--- config.mk ---
export PLATFORM = sky130hd
export DESIGN_NAME = mag_sq_to_mag_flat
export DESIGN_NICKNAME = d
export VERILOG_FILES = /design/src/rtl/openofdm_rx_pkg.sv /design/src/rtl/mag_sq_to_mag_if.sv /design/src/rtl/mag_sq_to_mag_sqrt_step.sv /design/src/rtl/mag_sq_to_mag.sv /design/src/flat_wrapper.sv
export SDC_FILE = /design/constraint.sdc
export NUM_CORES = 1
export LEC_CHECK = 0
export ABC_AREA = 0
export ABC_CLOCK_PERIOD_IN_PS = 4660
export BUFFER_PORTS_ARGS = -buffer_cell sky130_fd_sc_hd__clkbuf_2
export CAP_MARGIN = 20
export CORE_MARGIN = 3
export CORE_UTILIZATION = 41
export CTS_BUF_LIST = sky130_fd_sc_hd__clkbuf_4 sky130_fd_sc_hd__clkbuf_8
export DETAILED_ROUTE_END_ITERATION = 12
export GPL_ROUTABILITY_DRIVEN = 1
export PLACE_DENSITY_LB_ADDON = 0.25
export SYNTH_ARGS = -nofsm -noshare
export SYNTH_HDL_FRONTEND = slang
export SYNTH_HIERARCHICAL = 1
export SYNTH_SLANG_ARGS = --single-unit
export TNS_END_PERCENT = 20
--- constraint.sdc ---
create_clock -name clock -period 4.66 [get_ports clock]
set_input_delay 0.699 -clock clock [delete_from_list [all_inputs] [get_ports clock]]
set_output_delay 0.699 -clock clock [all_outputs]
set_load 0.01 [all_outputs]
--- src/rtl/openofdm_rx_pkg.sv ---
// Shared types and widths for the receive magnitude path.
package openofdm_rx_pkg;

  localparam int unsigned MAG_SQ_W = 32;
  localparam int unsigned MAG_W    = 16;

  typedef enum logic [1:0] {
    S_IDLE = 2'd0,
    S_CALC = 2'd1,
    S_DONE = 2'd2
  } state_e;

endpackage

--- src/rtl/mag_sq_to_mag_if.sv ---
// Strobe-qualified power-in / magnitude-out stream bundle.
interface mag_sq_to_mag_if;
  import openofdm_rx_pkg::*;

  logic [MAG_SQ_W-1:0] mag_sq;
  logic                input_strobe;
  logic [MAG_W-1:0]    mag;
  logic                mag_strobe;

  modport master (output mag_sq, output input_strobe, input mag, input mag_strobe);
  modport slave  (input mag_sq, input input_strobe, output mag, output mag_strobe);
endinterface

--- src/rtl/mag_sq_to_mag_sqrt_step.sv ---
// One combinational restoring square-root iteration: consumes two radicand
// bits and produces the next partial remainder and root.
module sqrt_step #(
  parameter int unsigned ROOT_W = 16
) (
  input  logic [ROOT_W+1:0] rem_i,
  input  logic [ROOT_W-1:0] root_i,
  input  logic [1:0]        bits_i,
  output logic [ROOT_W+1:0] rem_o_c,
  output logic [ROOT_W-1:0] root_o_c
);
  localparam int unsigned REM_W = ROOT_W + 2;

  logic [REM_W-1:0] rem_sh;
  logic [REM_W-1:0] trial;
  logic             ge;

  // Remainder stays below 2*root, so dropping its top bits on the shift is lossless.
  assign rem_sh   = REM_W'({rem_i, bits_i});
  assign trial    = {root_i, 2'b01};
  assign ge       = (rem_sh >= trial);
  assign rem_o_c  = ge ? (rem_sh - trial) : rem_sh;
  assign root_o_c = ROOT_W'({root_i, ge});
endmodule

--- src/rtl/mag_sq_to_mag.sv ---
// Iterative integer square root, one result bit per cycle, with a one-deep
// pending buffer. Define MAG_SQ_TO_MAG_ROUND_EN for round-to-nearest output.
import openofdm_rx_pkg::*;

module mag_sq_to_mag #(
  parameter int unsigned IN_WIDTH = MAG_SQ_W
) (
  input  logic               clock,
  input  logic               reset,
  input  logic               enable,
  mag_sq_to_mag_if.slave     bus,
  output logic               busy,
  output logic               overflow
);
  localparam int unsigned OUT_WIDTH = IN_WIDTH / 2;
  localparam int unsigned REM_W     = OUT_WIDTH + 2;
  localparam int unsigned ITER_W    = $clog2(OUT_WIDTH);

  state_e                 state_q, state_d;
  logic [IN_WIDTH-1:0]    radicand_q, radicand_d;
  logic [OUT_WIDTH-1:0]   root_q, root_d;
  logic [REM_W-1:0]       rem_q, rem_d;
  logic [ITER_W-1:0]      iter_q, iter_d;
  logic [IN_WIDTH-1:0]    pend_q, pend_d;
  logic                   pend_vld_q, pend_vld_d;
  logic [OUT_WIDTH-1:0]   mag_q, mag_d;
  logic                   mag_strobe_q, mag_strobe_d;
  logic                   overflow_q, overflow_d;

  logic [REM_W-1:0]       step_rem;
  logic [OUT_WIDTH-1:0]   step_root;
  logic [OUT_WIDTH-1:0]   result_c;

  sqrt_step #(.ROOT_W(OUT_WIDTH)) u_step (
    .rem_i    (rem_q),
    .root_i   (root_q),
    .bits_i   (radicand_q[IN_WIDTH-1 -: 2]),
    .rem_o_c  (step_rem),
    .root_o_c (step_root)
  );

`ifdef MAG_SQ_TO_MAG_ROUND_EN
  // rem > root means sqrt(x) > root + 0.5; saturate at full scale.
  assign result_c = ((rem_q > REM_W'(root_q)) && (root_q != '1))
                    ? root_q + OUT_WIDTH'(1) : root_q;
`else
  assign result_c = root_q;
`endif

  always_comb begin
    state_d      = state_q;
    radicand_d   = radicand_q;
    root_d       = root_q;
    rem_d        = rem_q;
    iter_d       = iter_q;
    pend_d       = pend_q;
    pend_vld_d   = pend_vld_q;
    mag_d        = mag_q;
    mag_strobe_d = 1'b0;
    overflow_d   = overflow_q;

    case (state_q)
      S_IDLE: begin
        if (bus.input_strobe) begin
          radicand_d = bus.mag_sq;
          root_d     = '0;
          rem_d      = '0;
          iter_d     = ITER_W'(OUT_WIDTH - 1);
          state_d    = S_CALC;
        end else if (pend_vld_q) begin
          radicand_d = pend_q;
          root_d     = '0;
          rem_d      = '0;
          iter_d     = ITER_W'(OUT_WIDTH - 1);
          pend_vld_d = 1'b0;
          state_d    = S_CALC;
        end
      end
      S_CALC: begin
        radicand_d = {radicand_q[IN_WIDTH-3:0], 2'b00};
        rem_d      = step_rem;
        root_d     = step_root;
        if (iter_q == '0) state_d = S_DONE;
        else              iter_d  = iter_q - ITER_W'(1);
      end
      S_DONE: begin
        mag_d        = result_c;
        mag_strobe_d = 1'b1;
        state_d      = S_IDLE;
        // Zero-bubble restart from the pending slot.
        if (pend_vld_q) begin
          radicand_d = pend_q;
          root_d     = '0;
          rem_d      = '0;
          iter_d     = ITER_W'(OUT_WIDTH - 1);
          pend_vld_d = 1'b0;
          state_d    = S_CALC;
        end
      end
      default: state_d = S_IDLE;
    endcase

    // Inputs arriving while busy: oldest pending wins, extras are dropped.
    if ((state_q != S_IDLE) && bus.input_strobe) begin
      if (!pend_vld_q) begin
        pend_d     = bus.mag_sq;
        pend_vld_d = 1'b1;
      end else begin
        overflow_d = 1'b1;
      end
    end
  end

  always_ff @(posedge clock) begin
    if (!reset) begin
      state_q      <= S_IDLE;
      radicand_q   <= '0;
      root_q       <= '0;
      rem_q        <= '0;
      iter_q       <= '0;
      pend_q       <= '0;
      pend_vld_q   <= 1'b0;
      mag_q        <= '0;
      mag_strobe_q <= 1'b0;
      overflow_q   <= 1'b0;
    end else if (enable) begin
      state_q      <= state_d;
      radicand_q   <= radicand_d;
      root_q       <= root_d;
      rem_q        <= rem_d;
      iter_q       <= iter_d;
      pend_q       <= pend_d;
      pend_vld_q   <= pend_vld_d;
      mag_q        <= mag_d;
      mag_strobe_q <= mag_strobe_d;
      overflow_q   <= overflow_d;
    end
  end

  assign bus.mag        = mag_q;
  assign bus.mag_strobe = mag_strobe_q;
  assign busy           = (state_q != S_IDLE);
  assign overflow       = overflow_q;
endmodule

--- src/flat_wrapper.sv ---
// flat-port wrapper written by rule: the top's interface ports become plain ports
module mag_sq_to_mag_flat 
#(
  parameter int unsigned IN_WIDTH = MAG_SQ_W
)
  (clock, reset, enable, busy, overflow, bus_mag_sq, bus_input_strobe, bus_mag, bus_mag_strobe);
  mag_sq_to_mag_if bus_i ();
  input  logic clock;
  input  logic reset;
  input  logic enable;
  output logic busy;
  output logic overflow;
  input wire logic [$bits(bus_i.mag_sq)-1:0] bus_mag_sq;
  input wire logic [$bits(bus_i.input_strobe)-1:0] bus_input_strobe;
  output wire logic [$bits(bus_i.mag)-1:0] bus_mag;
  output wire logic [$bits(bus_i.mag_strobe)-1:0] bus_mag_strobe;
  assign bus_i.mag_sq = bus_mag_sq;
  assign bus_i.input_strobe = bus_input_strobe;
  assign bus_mag = bus_i.mag;
  assign bus_mag_strobe = bus_i.mag_strobe;
  mag_sq_to_mag #(.IN_WIDTH(IN_WIDTH)) u_core (.clock(clock), .reset(reset), .enable(enable), .bus(bus_i), .busy(busy), .overflow(overflow));
endmodule
* After elaboration in Yosys (flattened, before gate mapping) *
Cells that the tools add are included.

cells by class
  bitwise logic cells = 1
  mux-type cells = 24
  $add $sub $neg = 2
  reduce and logical (&&, ||, !) cells = 11
  eq/ne operators = 5
  order comparisons = 1

operators with widths
  kind                                                                      count
  32-bit one-hot mux with 3 select lines                                    1
  32-bit 2-to-1 mux                                                         2
  18-bit 2-to-1 mux                                                         3
  18-bit one-hot mux with 3 select lines                                    1
  16-bit one-hot mux with 3 select lines                                    1
  16-bit 2-to-1 mux                                                         2
  18-bit greater-or-equal comparator                                        1
  18-bit subtractor                                                         1
  4-bit 2-to-1 mux                                                          3
  4-bit one-hot mux with 3 select lines                                     1
  3-bit AND reduction                                                       4
  2-bit 2-to-1 mux                                                          3
  2-bit one-hot mux with 3 select lines                                     1
  1-bit 2-to-1 mux                                                          5
  4-bit logical NOT                                                         1
  2-bit AND reduction                                                       2
  4-bit by 1-bit subtractor with 4-bit output (second input constant)       1
  3-bit by 2-bit inequality test with 1-bit output (second input constant)  1
  3-bit nonzero test                                                        1
  2-bit by 1-bit equality test with 1-bit output (second input constant)    1
  2-bit equality test (second input constant)                               1
  2-bit logical NOT                                                         1
  2-bit by 1-bit inequality test with 1-bit output (second input constant)  1
  2-bit inequality test (second input constant)                             1
  4 further kinds                                                           4

word-level totals
  word-level logic and storage cells = 54
  output and inout bits = 19
  bits in registers = 123

* Depth between registers and ports, before layout *
  word-level depth = 4
  gate-level depth with buffers = 12
  gate-level depth less buffers = 10

* Hierarchy *
The synthesis kept the hierarchy.

by module, submodules not included
  module         area an instance (um2)  sequential area each (um2)  cells an instance  times used
  mag_sq_to_mag  5267.6                  2462.4                      624                1
  sqrt_step      1380.1                  0.0                         184                1

* Least setup slack after synthesis *
OpenSTA, ideal clock, no wires.

  path kind = reg-to-reg
  start point = register u_core.root_q[3], in the netlist u_core/result_c[3]
  end point = register u_core.rem_q[10]
  arrival = 2.324 ns
  stages on the path, launching flop included = 12
  slack = 2.220 ns
  cells stage by stage = dfxtp_1 > inv_1 > ha_1 > nand3_1 > o21bai_1 > a211o_2 > a21boi_2 > nor2_4 > inv_4 > buf_12 > mux2_4 > a22o_1

between the ends
  longest elaborated chain between the ends = 3
  elaborated cells between the ends (all ways) = 4

ends and longest elaborated chain
  item                                    line                           RTL
  start, declared                         mag_sq_to_mag.sv:21            logic [OUT_WIDTH-1:0] root_q, root_d;
  start signal, assigned                  mag_sq_to_mag.sv:129           root_q <= root_d;
  18-bit greater-or-equal comparator      mag_sq_to_mag_sqrt_step.sv:21  assign ge = (rem_sh >= trial);
  net u_core.u_step.ge                    mag_sq_to_mag_sqrt_step.sv:16  logic ge;
  18-bit 2-to-1 mux                       mag_sq_to_mag_sqrt_step.sv:22  assign rem_o_c = ge ? (rem_sh - trial) : rem_sh;
  net u_core.step_rem[10]                 mag_sq_to_mag.sv:30            logic [REM_W-1:0] step_rem;
  18-bit one-hot mux with 3 select lines  mag_sq_to_mag.sv:62            case (state_q)
  end signal, assigned                    mag_sq_to_mag.sv:130           rem_q <= rem_d;
  end, declared                           mag_sq_to_mag.sv:22            logic [REM_W-1:0] rem_q, rem_d;

The timed path passes the listed nets, and every way through them passes these cells.
A chain may end at the register's enable or synchronous reset.

* Final worst setup path *
  start point = register u_core.state_q[0]
  end point = register u_core.rem_q[2]

between the ends
  longest elaborated chain between the ends = 3
  elaborated cells between the ends (all ways) = 6

ends and longest elaborated chain
  item                                                                          line                  RTL
  start, declared                                                               mag_sq_to_mag.sv:19   state_e state_q, state_d;
  start signal, assigned                                                        mag_sq_to_mag.sv:127  state_q <= state_d;
  2-bit by 1-bit equality test with 1-bit output, or another cell as far along  mag_sq_to_mag.sv:62
  3-bit nonzero test (no source line)                                           --
  2-bit AND reduction (no source line)                                          --

Several ways; a longest one is shown, not always the timed one.

==> impl_metrics.py <==
metrics = {
    "logic_synthesis": {
        "yosys_warnings": 6,
        "synth_fp_nets": 848,
        "synthCells": 788,
        "syn_avg_cell_area_um2": 8.23,
        "synth.cell_area_um2": 6480,
    },
    "clocking": {
        "cts_buffers": 17,
        "post_cts_buffers": 0,
        "cts_sinks": 121,
        "clock_latency_ns": 0.43,
        "h-tree-depth": 4,
        "cts_buffer_depth": 2,
        "cts_resized": 0,
        "clk_pin_slew_ns": 0.07,
        "postCtsHoldBufs": 0,
        "cts_tree": "built",
        "clockRootBuffer": "clkbuf_8",
    },
    "sta": {
        "setup_viol": 0,
        "tns_ns": 0,
        "post-route-period-util_pct": 62.7,
        "rsz0062_at_grt": "no",
        "min_period_ns": 2.92,
        "clock.fmax_mhz": 342,
        "worst_pin_slew_ns": 1.07,
        "fin_ws_ns": 1.74,
        "clock_skew_ns": 0.0136,
        "slew_viol_final": 0,
        "hold_slack_ns": 0.452,
        "hold_violations": 0,
        "maxSlewHeadroom_pct": 28.5,
    },
    "grt": {
        "grt-ovfl-total": 0,
        "grt_max_degree": 38,
        "grt_pass1_vias": 5662,
        "grtUsageTotal_pct": 19.4,
        "grt_pass1_wl_mm": 28.3,
        "antenna_found_initial": 0,
    },
    "power_and_ir_drop": {
        "total_leakage_power_uw": 0.00279,
        "finalPower_uw": 3100,
        "power.density_nw_per_um2": 431,
        "ir_drop_uv": 271,
    },
    "worst_hold_path": {
        "hold_path.class": "flop to flop",
        "hold_depth": 2,
    },
    "critical_path": {
        "cp.arrival_ns": 3.28,
        "critPathSlowestCell": "a21oi_4",
        "cp-start-kind": "flop",
        "crit_fanout": 32,
        "crit_type": "flop to flop",
        "cp_cell_sequence": "inv_1 -> ha_1 -> buf_4 -> nor2b_4 -> or3_4 -> a21oi_4 -> a22o_1",
        "worst_setup_path_end_kind": "flop",
        "crit_path_max_incr_delay_ns": 0.68,
        "rr_worst_depth": 7,
        "cp.required_ns": 5.02,
    },
    "route": {
        "route.detailed.drc": 0,
        "vias": 5781,
        "wl_per_cell_um": 16.6,
        "drt_iter0_drc": 441,
        "postRouteAntennaNets": 0,
        "dr.pass1.iters": 5,
        "wl_mm": 16.9,
        "avgViaCountPerCell": 5.68,
    },
    "placement": {
        "dpl.hpwl_mm": 10.8,
        "gp_congestion": 0.827,
        "io_buffers": 54,
        "placed_cell_area_um2": 6680,
        "pre_cts_ws_ns": 1.78,
    },
    "layout": {
        "fin_nets": 853,
        "final_common_cell": "dfxtp_1",
        "mostFrequentLayoutCells": "dfxtp_1, nand2_1, a21oi_1, clkbuf_2, o21ai_0",
        "antenna_cells": 0,
        "drive_above_1_share_pct": 15.8,
        "area_growth_pct": 10.7,
        "stdcell_area_um2": 7180,
    },
    "die": {
        "die_h_um": 132,
        "ioPinCount": 55,
        "rows": 45,
        "design.die.area_um2": 17400,
        "die_w_um": 132,
        "initial_core_util_pct": 42.3,
        "core-area_um2": 15300,
    },
    "run": {
        "cap_viol_max_count": 0,
    },
    "run_status": {
        "status": "finished clean",
    },
}
[routing by layer]
layer / routed length (um) / up-vias / global-route usage [%]
met5: 0 / - / 0
met4: 169 / 0 / 5.60
met3: 990 / 18 / 3.70
met2: 7880 / 195 / 31.1
met1: 7850 / 2739 / 26.7
li1: - / 2829 / -
[flip-flops by register name, summed over array words and instances, names as in the netlist]
register,count
u_core/bus.mag,16
u_core/bus.mag_strobe,1
u_core/iter_q,4
u_core/overflow,1
u_core/pend_q,32
u_core/pend_vld_q,1
u_core/radicand_q,32
u_core/rem_q,16
u_core/result_c,16
u_core/state_q,2
[critical path, delay by kind of cell, from the launching register on]
kind	cells	cell delay [ns]
AOI/OAI and AO/OA	2	0.94
adders and majority gates	1	0.63
and+or+nand+nor	2	0.45
buffers and inverters	2	0.43
DFF	1	0.38
[power by group]
part	internal [uW]	total [uW]	switching, uW
clock network	673	1130	457
logic	322	820	498
registers	1100	1150	51.5
total	2090	3100	1010
[final timing paths]
path / from / endpoint / slack, ns
worst max register to register: u_core/state_q[0] / u_core/rem_q[2] / 1.74
worst min-delay path: u_core/pend_q[11] / u_core/pend_q[11] / 0.45
worst min register to register: u_core/pend_q[11] / u_core/pend_q[11] / 0.45
worst max-delay path: u_core/state_q[0] / u_core/rem_q[2] / 1.74
[area by class of cell]
| class | instances | area [um2] |
|---|---|---|
| Clock buffer | 19 | 262 |
| Clock inverter | 13 | 216 |
| Fill cell | 1509 | 8130 |
| Inverter | 33 | 126 |
| Multi-Input combinational cell | 555 | 3520 |
| Sequential cell | 121 | 2420 |
| Tap cell | 211 | 264 |
| Timing Repair Buffer | 65 | 370 |
[per-stage QoR]
stage               utilization [%]  instances
finish                         46.9       1017
floorplan                         -        788
detailed placement             43.6        984
global placement               43.6        984
CTS                            46.7       1016
global route                   46.9       1017
No activity file was read; power rests on OpenSTA's default activity.
